$ cat src/rtl/alu_pkg.sv
// Shared definitions for the ALU operand loader: opcode encodings,
// command-type constants, the arming-state enum and the queue entry layout.
package alu_pkg;

  // ALU opcode encodings carried in a queued operation
  localparam logic [1:0] OP_ADD = 2'b00;
  localparam logic [1:0] OP_MUL = 2'b01;
  localparam logic [1:0] OP_SUB = 2'b10;
  localparam logic [1:0] OP_DIV = 2'b11;

  // Command types found in cmd_data[7:6]
  localparam logic [1:0] CMD_LOAD_A = 2'b00;
  localparam logic [1:0] CMD_LOAD_B = 2'b01;
  localparam logic [1:0] CMD_GO     = 2'b10;
  localparam logic [1:0] CMD_CLEAR  = 2'b11;

  // Width of one queued operation: {opcode, A, B}
  localparam int ENTRY_W = 10;

  // Which operands have been loaded since the last GO / CLEAR
  typedef enum logic [1:0] {
    ST_EMPTY  = 2'b00,
    ST_A_ONLY = 2'b01,
    ST_B_ONLY = 2'b10,
    ST_ARMED  = 2'b11
  } arm_state_t;

  // One queued ALU operation
  typedef struct packed {
    logic [1:0] op;
    logic [3:0] a;
    logic [3:0] b;
  } alu_entry_t;

endpackage

$ cat src/rtl/alu_cmd_fifo.sv
// Small synchronous FIFO holding queued ALU operations.
// DEPTH must be a power of two; pointers wrap explicitly at DEPTH-1.
// The read port shows the head entry combinationally and reads as zero
// while the FIFO is empty, so stale storage never leaks to the outputs.
module alu_cmd_fifo #(
  parameter int DEPTH = 4,
  parameter int WIDTH = 10
) (
  input  logic                     clk,
  input  logic                     rst_n,
  input  logic                     push,
  input  logic                     pop,
  input  logic                     flush,
  input  logic [WIDTH-1:0]         wdata,
  output logic [WIDTH-1:0]         rdata,
  output logic                     empty,
  output logic                     full,
  output logic [$clog2(DEPTH):0]   count
);

  localparam int PW = $clog2(DEPTH);
  localparam logic [PW:0]   CNT_ONE  = (PW+1)'(1);
  localparam logic [PW:0]   CNT_FULL = (PW+1)'(DEPTH);
  localparam logic [PW-1:0] PTR_LAST = PW'(DEPTH - 1);
  localparam logic [PW-1:0] PTR_ONE  = PW'(1);

  logic [WIDTH-1:0] mem [DEPTH];
  logic [PW-1:0]    wr_ptr;
  logic [PW-1:0]    rd_ptr;
  logic             do_push;
  logic             do_pop;

  function automatic logic [PW-1:0] next_ptr(input logic [PW-1:0] p);
    return (p == PTR_LAST) ? '0 : p + PTR_ONE;
  endfunction

  assign empty   = (count == '0);
  assign full    = (count == CNT_FULL);
  assign do_push = push & ~full;
  assign do_pop  = pop & ~empty;
  assign rdata   = empty ? '0 : mem[rd_ptr];

  // Pointer and occupancy bookkeeping; flush empties the queue in one edge
  always_ff @(posedge clk or negedge rst_n) begin
    if (!rst_n) begin
      wr_ptr <= '0;
      rd_ptr <= '0;
      count  <= '0;
    end else if (flush) begin
      wr_ptr <= '0;
      rd_ptr <= '0;
      count  <= '0;
    end else begin
      if (do_push) wr_ptr <= next_ptr(wr_ptr);
      if (do_pop)  rd_ptr <= next_ptr(rd_ptr);
      case ({do_push, do_pop})
        2'b10:   count <= count + CNT_ONE;
        2'b01:   count <= count - CNT_ONE;
        default: count <= count;
      endcase
    end
  end

  // Entry storage; contents beyond the live window are never observed
  always_ff @(posedge clk) begin
    if (do_push && !flush) mem[wr_ptr] <= wdata;
  end

endmodule

$ cat src/rtl/alu_operand_loader.sv
// ALU operand loader: collects operand A, operand B and an opcode from a
// byte-wide command stream, queues armed operations and hands them to the
// ALU with a valid/ready handshake.
// Optional feature macro: ALU_LOADER_DIVZERO_CHECK_EN -- when defined, an
// armed DIV with B==0 is rejected and flagged on div_err; otherwise it is
// queued unchanged and div_err is tied low.
module alu_operand_loader
  import alu_pkg::*;
#(
  parameter int DEPTH = 4
) (
  input  logic                     clk,
  input  logic                     rst_n,
  input  logic                     ena,
  input  logic [7:0]               cmd_data,
  input  logic                     cmd_valid,
  output logic                     cmd_ready,
  output logic                     issue_valid,
  input  logic                     issue_ready,
  output logic [3:0]               issue_a,
  output logic [3:0]               issue_b,
  output logic [1:0]               issue_op,
  output logic [$clog2(DEPTH):0]   level,
  output logic                     seq_err,
  output logic                     div_err
);

  arm_state_t state;
  logic [3:0] reg_a;
  logic [3:0] reg_b;
  logic       fifo_full;
  logic       fifo_empty;
  logic       cmd_accept;
  logic       issue_pop;
  logic [1:0] cmd_type;
  logic [3:0] payload;
  logic       go_armed;
  logic       div_reject;
  logic       do_push;
  logic       do_clear;
  alu_entry_t push_entry;
  alu_entry_t head_entry;
  logic       unused_cmd_bits;

  assign cmd_type        = cmd_data[7:6];
  assign payload         = cmd_data[3:0];
  assign unused_cmd_bits = ^cmd_data[5:4];

  assign cmd_ready   = ena & ~fifo_full;
  assign cmd_accept  = cmd_valid & cmd_ready;
  assign issue_valid = ~fifo_empty;
  assign issue_pop   = issue_valid & issue_ready & ena;
  assign issue_a     = head_entry.a;
  assign issue_b     = head_entry.b;
  assign issue_op    = head_entry.op;

  // Decide what an accepted command does to the queue this cycle
  always_comb begin
    go_armed   = cmd_accept && (cmd_type == CMD_GO) && (state == ST_ARMED);
    div_reject = 1'b0;
`ifdef ALU_LOADER_DIVZERO_CHECK_EN
    div_reject = go_armed && (cmd_data[1:0] == OP_DIV) && (reg_b == 4'd0);
`endif
    do_push    = go_armed && !div_reject;
    do_clear   = cmd_accept && (cmd_type == CMD_CLEAR);
    push_entry = '{op: cmd_data[1:0], a: reg_a, b: reg_b};
  end

  // Arming FSM with operand registers and the sequencing error flag
  always_ff @(posedge clk or negedge rst_n) begin
    if (!rst_n) begin
      state   <= ST_EMPTY;
      reg_a   <= '0;
      reg_b   <= '0;
      seq_err <= 1'b0;
    end else if (cmd_accept) begin
      case (cmd_type)
        CMD_LOAD_A: begin
          reg_a <= payload;
          case (state)
            ST_EMPTY:  state <= ST_A_ONLY;
            ST_B_ONLY: state <= ST_ARMED;
            default:   state <= state;
          endcase
        end
        CMD_LOAD_B: begin
          reg_b <= payload;
          case (state)
            ST_EMPTY:  state <= ST_B_ONLY;
            ST_A_ONLY: state <= ST_ARMED;
            default:   state <= state;
          endcase
        end
        CMD_GO: begin
          if (state == ST_ARMED) state <= ST_EMPTY;
          else                   seq_err <= 1'b1;
        end
        default: begin
          state   <= ST_EMPTY;
          reg_a   <= '0;
          reg_b   <= '0;
          seq_err <= 1'b0;
        end
      endcase
    end
  end

`ifdef ALU_LOADER_DIVZERO_CHECK_EN
  // Sticky divide-by-zero flag, cleared only by CLEAR or reset
  always_ff @(posedge clk or negedge rst_n) begin
    if (!rst_n)          div_err <= 1'b0;
    else if (do_clear)   div_err <= 1'b0;
    else if (div_reject) div_err <= 1'b1;
  end
`else
  assign div_err = 1'b0;
`endif

  alu_cmd_fifo #(
    .DEPTH (DEPTH),
    .WIDTH (ENTRY_W)
  ) u_fifo (
    .clk   (clk),
    .rst_n (rst_n),
    .push  (do_push),
    .pop   (issue_pop),
    .flush (do_clear),
    .wdata (push_entry),
    .rdata (head_entry),
    .empty (fifo_empty),
    .full  (fifo_full),
    .count (level)
  );

endmodule

$ cat config.mk
export PLATFORM = sky130hd
export DESIGN_NAME = alu_operand_loader
export DESIGN_NICKNAME = d
export VERILOG_FILES = /design/src/rtl/alu_pkg.sv /design/src/rtl/alu_cmd_fifo.sv /design/src/rtl/alu_operand_loader.sv
export SDC_FILE = /design/constraint.sdc
export NUM_CORES = 1
export LEC_CHECK = 0
export BUFFER_PORTS_ARGS = -buffer_cell sky130_fd_sc_hd__buf_2
export CORE_UTILIZATION = 30
export CTS_CLUSTER_DIAMETER = 50
export DETAILED_ROUTE_END_ITERATION = 8
export GPL_TIMING_DRIVEN = 0
export PLACE_DENSITY = 0.59
export SYNTH_ARGS = -nofsm -noshare
export SYNTH_HDL_FRONTEND = slang
export SYNTH_HIERARCHICAL = 1
export SYNTH_SLANG_ARGS = --single-unit
$ cat constraint.sdc
create_clock -name clk -period 2.6 [get_ports clk]
set_input_delay 0.78 -clock clk [delete_from_list [all_inputs] [get_ports clk]]
set_output_delay 0.78 -clock clk [all_outputs]
set_load 0.03 [all_outputs]
==> results of run 1 <==
## placed cells by master (no fill, tap or decap), types with 2 or more instances in the layout
master      instances
a211oi_1            2
a21oi_1             3
a21oi_2             2
a31oi_1             2
and2_1              2
and2_2              3
buf_2              29
buf_4               9
buf_6               4
buf_8               2
bufinv_16           2
clkbuf_8            9
clkinv_4            2
clkinvlp_4          2
dfrtp_1            14
dfrtp_2             4
edfxtp_1           40
ha_1               10
inv_1               9
mux2i_1             6
mux4_2             10
nand2_1            11
nand3_1             3
nor2_1              6
nor2b_1            12
nor3_1              2
o21ai_0            11
or2_1               2
or3_1               4
## area by class of cell
cell class | count | area [um2]
flip-flops and latches | 58 | 1657
clock buffers | 9 | 123.9
fillers | 846 | 5415
repair buffers | 35 | 201.4
clock inverters | 7 | 93.84
multi-input cells | 115 | 994.7
well taps | 108 | 135.1
inverters | 11 | 45.04
plain buffers | 11 | 97.59
## sequential cells by signal, summed over array words and instances (netlist names)
signal,count
u_fifo/mem,40
reg_a,4
reg_b,4
u_fifo/count,3
state,2
u_fifo/rd_ptr,2
u_fifo/wr_ptr,2
seq_err,1
## repair_timing
action	in CTS	in global routing
resized for setup	5	7
pin swaps	0	3
endpoints found under the setup margin	50	50
buffers inserted	1	8
## path summary, 6_finish.rpt
check	endpoint	start	depth (start not counted)	slack (ns)
setup reg to reg	u_fifo/count[1]	u_fifo/count[1]	13	0.13
min in group clk	seq_err	seq_err	1	0.52
setup / recovery	issue_op[0]	u_fifo/rd_ptr[0]	4	0.1
hold / removal	u_fifo/count[1]	rst_n	1	0.39
hold reg to reg	seq_err	seq_err	1	0.52
max in group asynchronous	u_fifo/count[2]	rst_n	1	1.86
## per-stage QoR
step	setup TNS (ns)	setup slack [ns]	hold WS, ns	total power [W]	instances
5_1_grt	0	0.002605	0.4037	0.003790	354
3_3_place_gp	-3.993	-0.2227	0.4998	0.002551	330
2_1_floorplan	-0.1128	-0.05956	0.4700	0.002236	196
4_1_cts	-0.01003	-0.01003	0.3950	0.003513	346
3_5_place_dp	-4.793	-0.2377	0.4969	0.002575	330
6_report	0	0.09770	0.3868	0.003580	354
## routing by layer
layer,global-route usage [%],vias to the layer above,part of all wire [%]
li1,-,811,-
met1,15.01,795,46
met2,17.97,30,49
met3,4.604,5,3.9
met4,3.733,0,1.2
met5,0,-,0
## where the power goes
| group | switching, W | leakage, nW | internal (W) |
|---|---|---|---|
| clock network | 0.000351 | 0.107 | 0.000537 |
| registers | 0.000127 | 0.600 | 0.00115 |
| logic | 0.000791 | 0.643 | 0.000625 |
## kinds of logic (layout without fill, tap and decap cells)
kind of cell	after synthesis	count (layout)	synth area share [%]
AOI/OAI and AO/OA	29	29	7.094
xor gates and xnor gates	1	1	0.3204
adders and majority gates	11	11	5.309
buffers and inverters	23	73	4.302
DFF	58	58	60.41
muxes	17	17	10.85
other	1	1	0.1372
and+or+nand+nor	56	56	11.58
==> metrics.csv, run 1 <==
stage,metric,value,unit
cts,later-pin clock latency in the skew report,0.33,ns
timing,"Slew Viols, Final",0,
global_routing,first-pass GRT wire length,8314,um
drt,DR WL/cell,14.31,um
drt,DR vias,1641,
synth,Post-Syn Nets,220,
synth,Synth cell types,43,
global_routing,GRT Resource Usage Total,11.65,%
cts,"CTS clk-pin slew, worst paths",0.06,ns
drt,Routed WL,5066,um
cts,clock buffer depth,2,
setup_path,Setup CP Type,reg -> out,
drt,Via density,4.636,
floorplan,initial core utilization,31.20,%
synth,leading cell types by total area after synthesis,"edfxtp_1 (44%), dfrtp_1 (16%), mux4_2 (8.2%), ha_1 (4.6%), nor2b_1 (2.7%)",
timing,Least-Margin Pin Slew,0.5295,ns
synth,Post-Synthesis Cells,196,
floorplan,core box area,8763,um2
finish,post-route cell area,3348,um2
setup_path,Setup crit end kind,primary output,
synth,Yosys top cell by area,edfxtp_1,
synth,Yosys warnings,6,
floorplan,I/O pin total,30,
power,Max VDD drop,0.3372,mV
timing,relative slew slack,64.70,%
drt,DR pass1 iterations,4,
finish,Nets,265,
synth,most common flop cell mapped by yosys,edfxtp_1,
cts,CTS tree,built,
finish,final core utilization,38.21,%
synth,Mean Syn Cell Area,13.95,um2
synth,asr flop ratio synth,31.03,%
global_routing,antenna violations before repair,0,
place,PortBufs,26,
synth,Commonest cells post-synth,"edfxtp_1 (40), dfrtp_1 (18), nor2b_1 (12)",
synth,Post-synth EDFFs,40,
cts,TritonCTS Buffers,9,
setup_path,Startpoint Class,flip-flop,
floorplan,Die Ht,97.46,um
setup_path,crit-path max FO,10,
finish,ant diodes,0,
global_routing,GRT overflow,0,
setup_path,CP required,1.82,ns
synth,area of the mapped netlist,2734,um2
finish,area grow syn2layout,22.47,%
cts,Root Buffer,clkbuf_8,
global_routing,largest net degree at the start of global routing,19,
run_status,status,completed,
setup_path,critical path's slowest cell,mux4_2,
timing,fin crit period,2.502,ns
timing,Tcrit/Tclk final,96.24,%
place,Post-DP Area,3042,um2
drt,"antenna viol nets, final",0,
timing,RSZ-0062 raised after global routing,false,
place,RePlAce Congestion,0.7562,
floorplan,die area,9498,um2
timing,Achievable Freq,399.6,MHz
timing,final setup fails,0,
cts,H-Tree Depth,3,
setup_path,Crit path buffers/inverters,2,
power,leak pwr,1.350,nW
worst_hold_path,HP Class,in -> async,
global_routing,vias in the first global route,1606,
drt,initial drt markers,87,
setup_path,cells along the critical path,buf_8 -> mux4_2 -> nor2b_1 -> buf_2,
cts,Num Clock Sinks,58,
timing,Worst Skew,0.007319,ns
setup_path,CP top delay family,multiplexers,
timing,final hold violation count,0,
synth,sequential-to-total area share from yosys stat,60.41,%
finish,fraction of layout cells with a size suffix above 1,36.99,%
run,MaxCap Viol Count,0,
synth,post-synth top area share,43.94,%
setup_path,critical path data arrival time,1.72,ns
cts,hold-fix buffers at CTS,0,
drt,DRC,0,
floorplan,Core Rows,34,
place,post-DP HPWL,3486,um
floorplan,die width,97.46,um
setup_path,Crit path largest cell delay,0.50,ns
synth,top-count cell post-synth,edfxtp_1,
synth,Yosys reg bits,58,
power,pwr dens,1069,nW/um2
No activity file was read; power rests on OpenSTA's default activity.
==> run 2: changes to the inputs <==
--- a/config.mk
+++ b/config.mk
@@ -7,9 +7,9 @@
 export LEC_CHECK = 0
 export BUFFER_PORTS_ARGS = -buffer_cell sky130_fd_sc_hd__buf_2
-export CORE_UTILIZATION = 30
+export CORE_UTILIZATION = 52
 export CTS_CLUSTER_DIAMETER = 50
 export DETAILED_ROUTE_END_ITERATION = 8
 export GPL_TIMING_DRIVEN = 0
-export PLACE_DENSITY = 0.59
+export PLACE_DENSITY = 0.86
 export SYNTH_ARGS = -nofsm -noshare
 export SYNTH_HDL_FRONTEND = slang
==> constraint.sdc (replaced) <==
create_clock -name clk -period 2.6 [get_ports clk]
set_input_delay 0.13 -clock clk [delete_from_list [all_inputs] [get_ports clk]]
set_output_delay 0.13 -clock clk [all_outputs]
set_load 0.03 [all_outputs]
==> run 2 against run 1 <==
  * Clock power shrank 12%
  * Sequential power is essentially flat
  * Global-route usage grew 7.5 points
  * Register-to-register slack lost 0.05 ns
  * Wire length shrank 3.7%
  * Critical path depth grew 9
==> metrics.csv, run 2 (same netlist as run 1, synthesis figures left out) <==
stage,metric,value,unit
run_status,status,completed,
finish,ant diodes,0,
global_routing,largest net degree at the start of global routing,19,
floorplan,die area,5552,um2
drt,DRC,0,
timing,"Slew Viols, Final",0,
drt,Routed WL,4881,um
setup_path,critical path's slowest cell,fa_1,
timing,RSZ-0062 raised after global routing,true,
finish,Largest regs,"u_fifo/mem x40, reg_a x4, reg_b x4",
power,pwr dens,1046,nW/um2
global_routing,GRT Resource Usage Total,19.10,%
global_routing,first-pass GRT wire length,7500,um
global_routing,vias in the first global route,1549,
finish,Nets,259,
finish,fraction of layout cells with a size suffix above 1,34.58,%
worst_hold_path,HP Class,in -> reg,
setup_path,Startpoint Class,flip-flop,
drt,DR WL met3,235,um
setup_path,Crit path largest cell delay,0.54,ns
place,RePlAce Congestion,0.7413,
place,PortBufs,26,
finish,max reg flops,40,
setup_path,Crit path buffers/inverters,4,
floorplan,Die Ht,74.51,um
global_routing,GRT overflow,0,
timing,fin crit period,2.516,ns
setup_path,end of the worst register-to-register path,u_fifo/count[1],
setup_path,CP top delay family,simple AND/OR/NAND/NOR gates,
drt,DR WL/cell,15.75,um
cts,H-Tree Depth,3,
place,# placed instances,292,
power,Final Power,0.003373,W
floorplan,I/O pin total,30,
setup_path,CP required,2.83,ns
setup_path,FF-to-FF path depth,13,
setup_path,critical path data arrival time,2.75,ns
worst_hold_path,Worst Hold Launch,cmd_data[1],
setup_path,RR Startpoint,u_fifo/count[0],
drt,WL met1,2068,um
cts,Root Buffer,clkbuf_8,
cts,Num Clock Sinks,58,
power,Max VDD drop,0.5882,mV
timing,Setup Total Neg Slack,0,ns
worst_hold_path,Hold Path Depth,1,
drt,DR pass1 iterations,4,
timing,final setup fails,0,
cts,clock buffer depth,2,
finish,final core utilization,63.54,%
setup_path,reg-to-reg setup timing slack,0.08,ns
drt,initial drt markers,119,
finish,area grow syn2layout,17.94,%
drt,met2 WL,2516,um
floorplan,die width,74.51,um
floorplan,initial core utilization,53.87,%
floorplan,Core Rows,26,
cts,TritonCTS Buffers,9,
power,leak pwr,1.308,nW
timing,final hold violation count,0,
cts,later-pin clock latency in the skew report,0.33,ns
setup_path,crit-path max FO,10,
place,Post-DP Area,2994,um2
finish,post-route cell area,3224,um2
floorplan,core box area,5075,um2
drt,Top Layer Used,met4,
place,post-DP HPWL,3167,um
cts,"CTS clk-pin slew, worst paths",0.06,ns
cts,CTS tree,built,
timing,Tcrit/Tclk final,96.76,%
drt,Via density,5.481,
setup_path,Setup CP Type,reg -> reg,
finish,"commonest non-fill, non-tap cell in the layout",edfxtp_1,
finish,Top reg by flops,u_fifo/mem,
run,MaxCap Viol Count,0,
global_routing,antenna violations before repair,0,
finish,"leading cell types in the layout, fill and taps excluded","edfxtp_1 (40), buf_2 (29), dfrtp_1 (15)",
setup_path,Setup crit end kind,flip-flop,
timing,Worst Skew,0.005835,ns
setup_path,Crit path top cell by count,buf_6,
drt,"antenna viol nets, final",0,
drt,DR vias,1699,
timing,Achievable Freq,397.5,MHz
setup_path,cells along the critical path,or2_1 -> buf_6 -> nor2_4 -> buf_8 -> clkinvlp_4 -> and3_4 -> buf_6 -> o21ai_4 -> a21oi_2 -> fa_1 -> o311a_1 -> a21oi_1 -> nor3_1,
finish,fin cells,310,
worst_hold_path,hold endpoint,u_fifo/mem[2][9],
[run 2: cell count changes in the layout (fill, tap and decap cells not counted), sizes merged]
cell         previous run  this run
bufinv                  2         1
buf                    44        37
clkbuf                 11        14
clkinvlp                2         1
dlygate4sd3             0         1
clkinv                  4         3
[run 2: where the power goes]
group	total (W)	switching [W]	internal (W)	leakage, nW
combinational	0.00130	0.000773	0.000531	0.611
sequential	0.00128	0.000135	0.00115	0.601
clock	0.000784	0.000323	0.000461	0.0954
[run 2: layout make-up]
cell class	instances	area [um2]
inverter	11	45.04
multi-input combinational	115	1003
clock buffer	12	145.1
fill	385	1851
sequential	58	1655
buffer	11	90.09
clock inverter	4	42.54
tap	70	87.58
timing repair buffer	29	155.1
[run 2: how the worst max path moves through the flow]
stage / endpoint / cells after the start / from / slack [ns]
floorplan: u_fifo/count[2] / 13 / u_fifo/count[0] / -0.06
global placement: u_fifo/count[1] / 12 / u_fifo/count[0] / -0.07
detailed placement: u_fifo/count[2] / 11 / u_fifo/count[2] / -0.12
CTS: u_fifo/count[1] / 13 / u_fifo/count[0] / 0.005
global route: u_fifo/count[1] / 13 / u_fifo/count[0] / -0.04
finish: u_fifo/count[1] / 13 / u_fifo/count[0] / 0.08
[run 2: layer usage]
layer	vias to the layer above	global-route usage, %
met5	-	0
met4	0	10.27
met3	9	5.420
met2	55	29.93
met1	838	24.18
li1	797	-
[run 2: per-stage QoR]
step                hold slack (ns)  worst slack (ns)
floorplan                   -0.1656          -0.05956
global placement            0.09750          -0.07148
detailed placement           0.1015           -0.1221
CTS                         0.04843          0.004947
global route                0.06091          -0.03987
finish                      0.06248           0.08437
[run 2: timing repair]
item                       CTS  global route
cloned                       0             0
hold endpoints to repair    18             0
pin swaps                    0             0
setup endpoints to repair   42            32
gates resized for setup      3            10
hold buffers                 1             0
buffers inserted             1             1
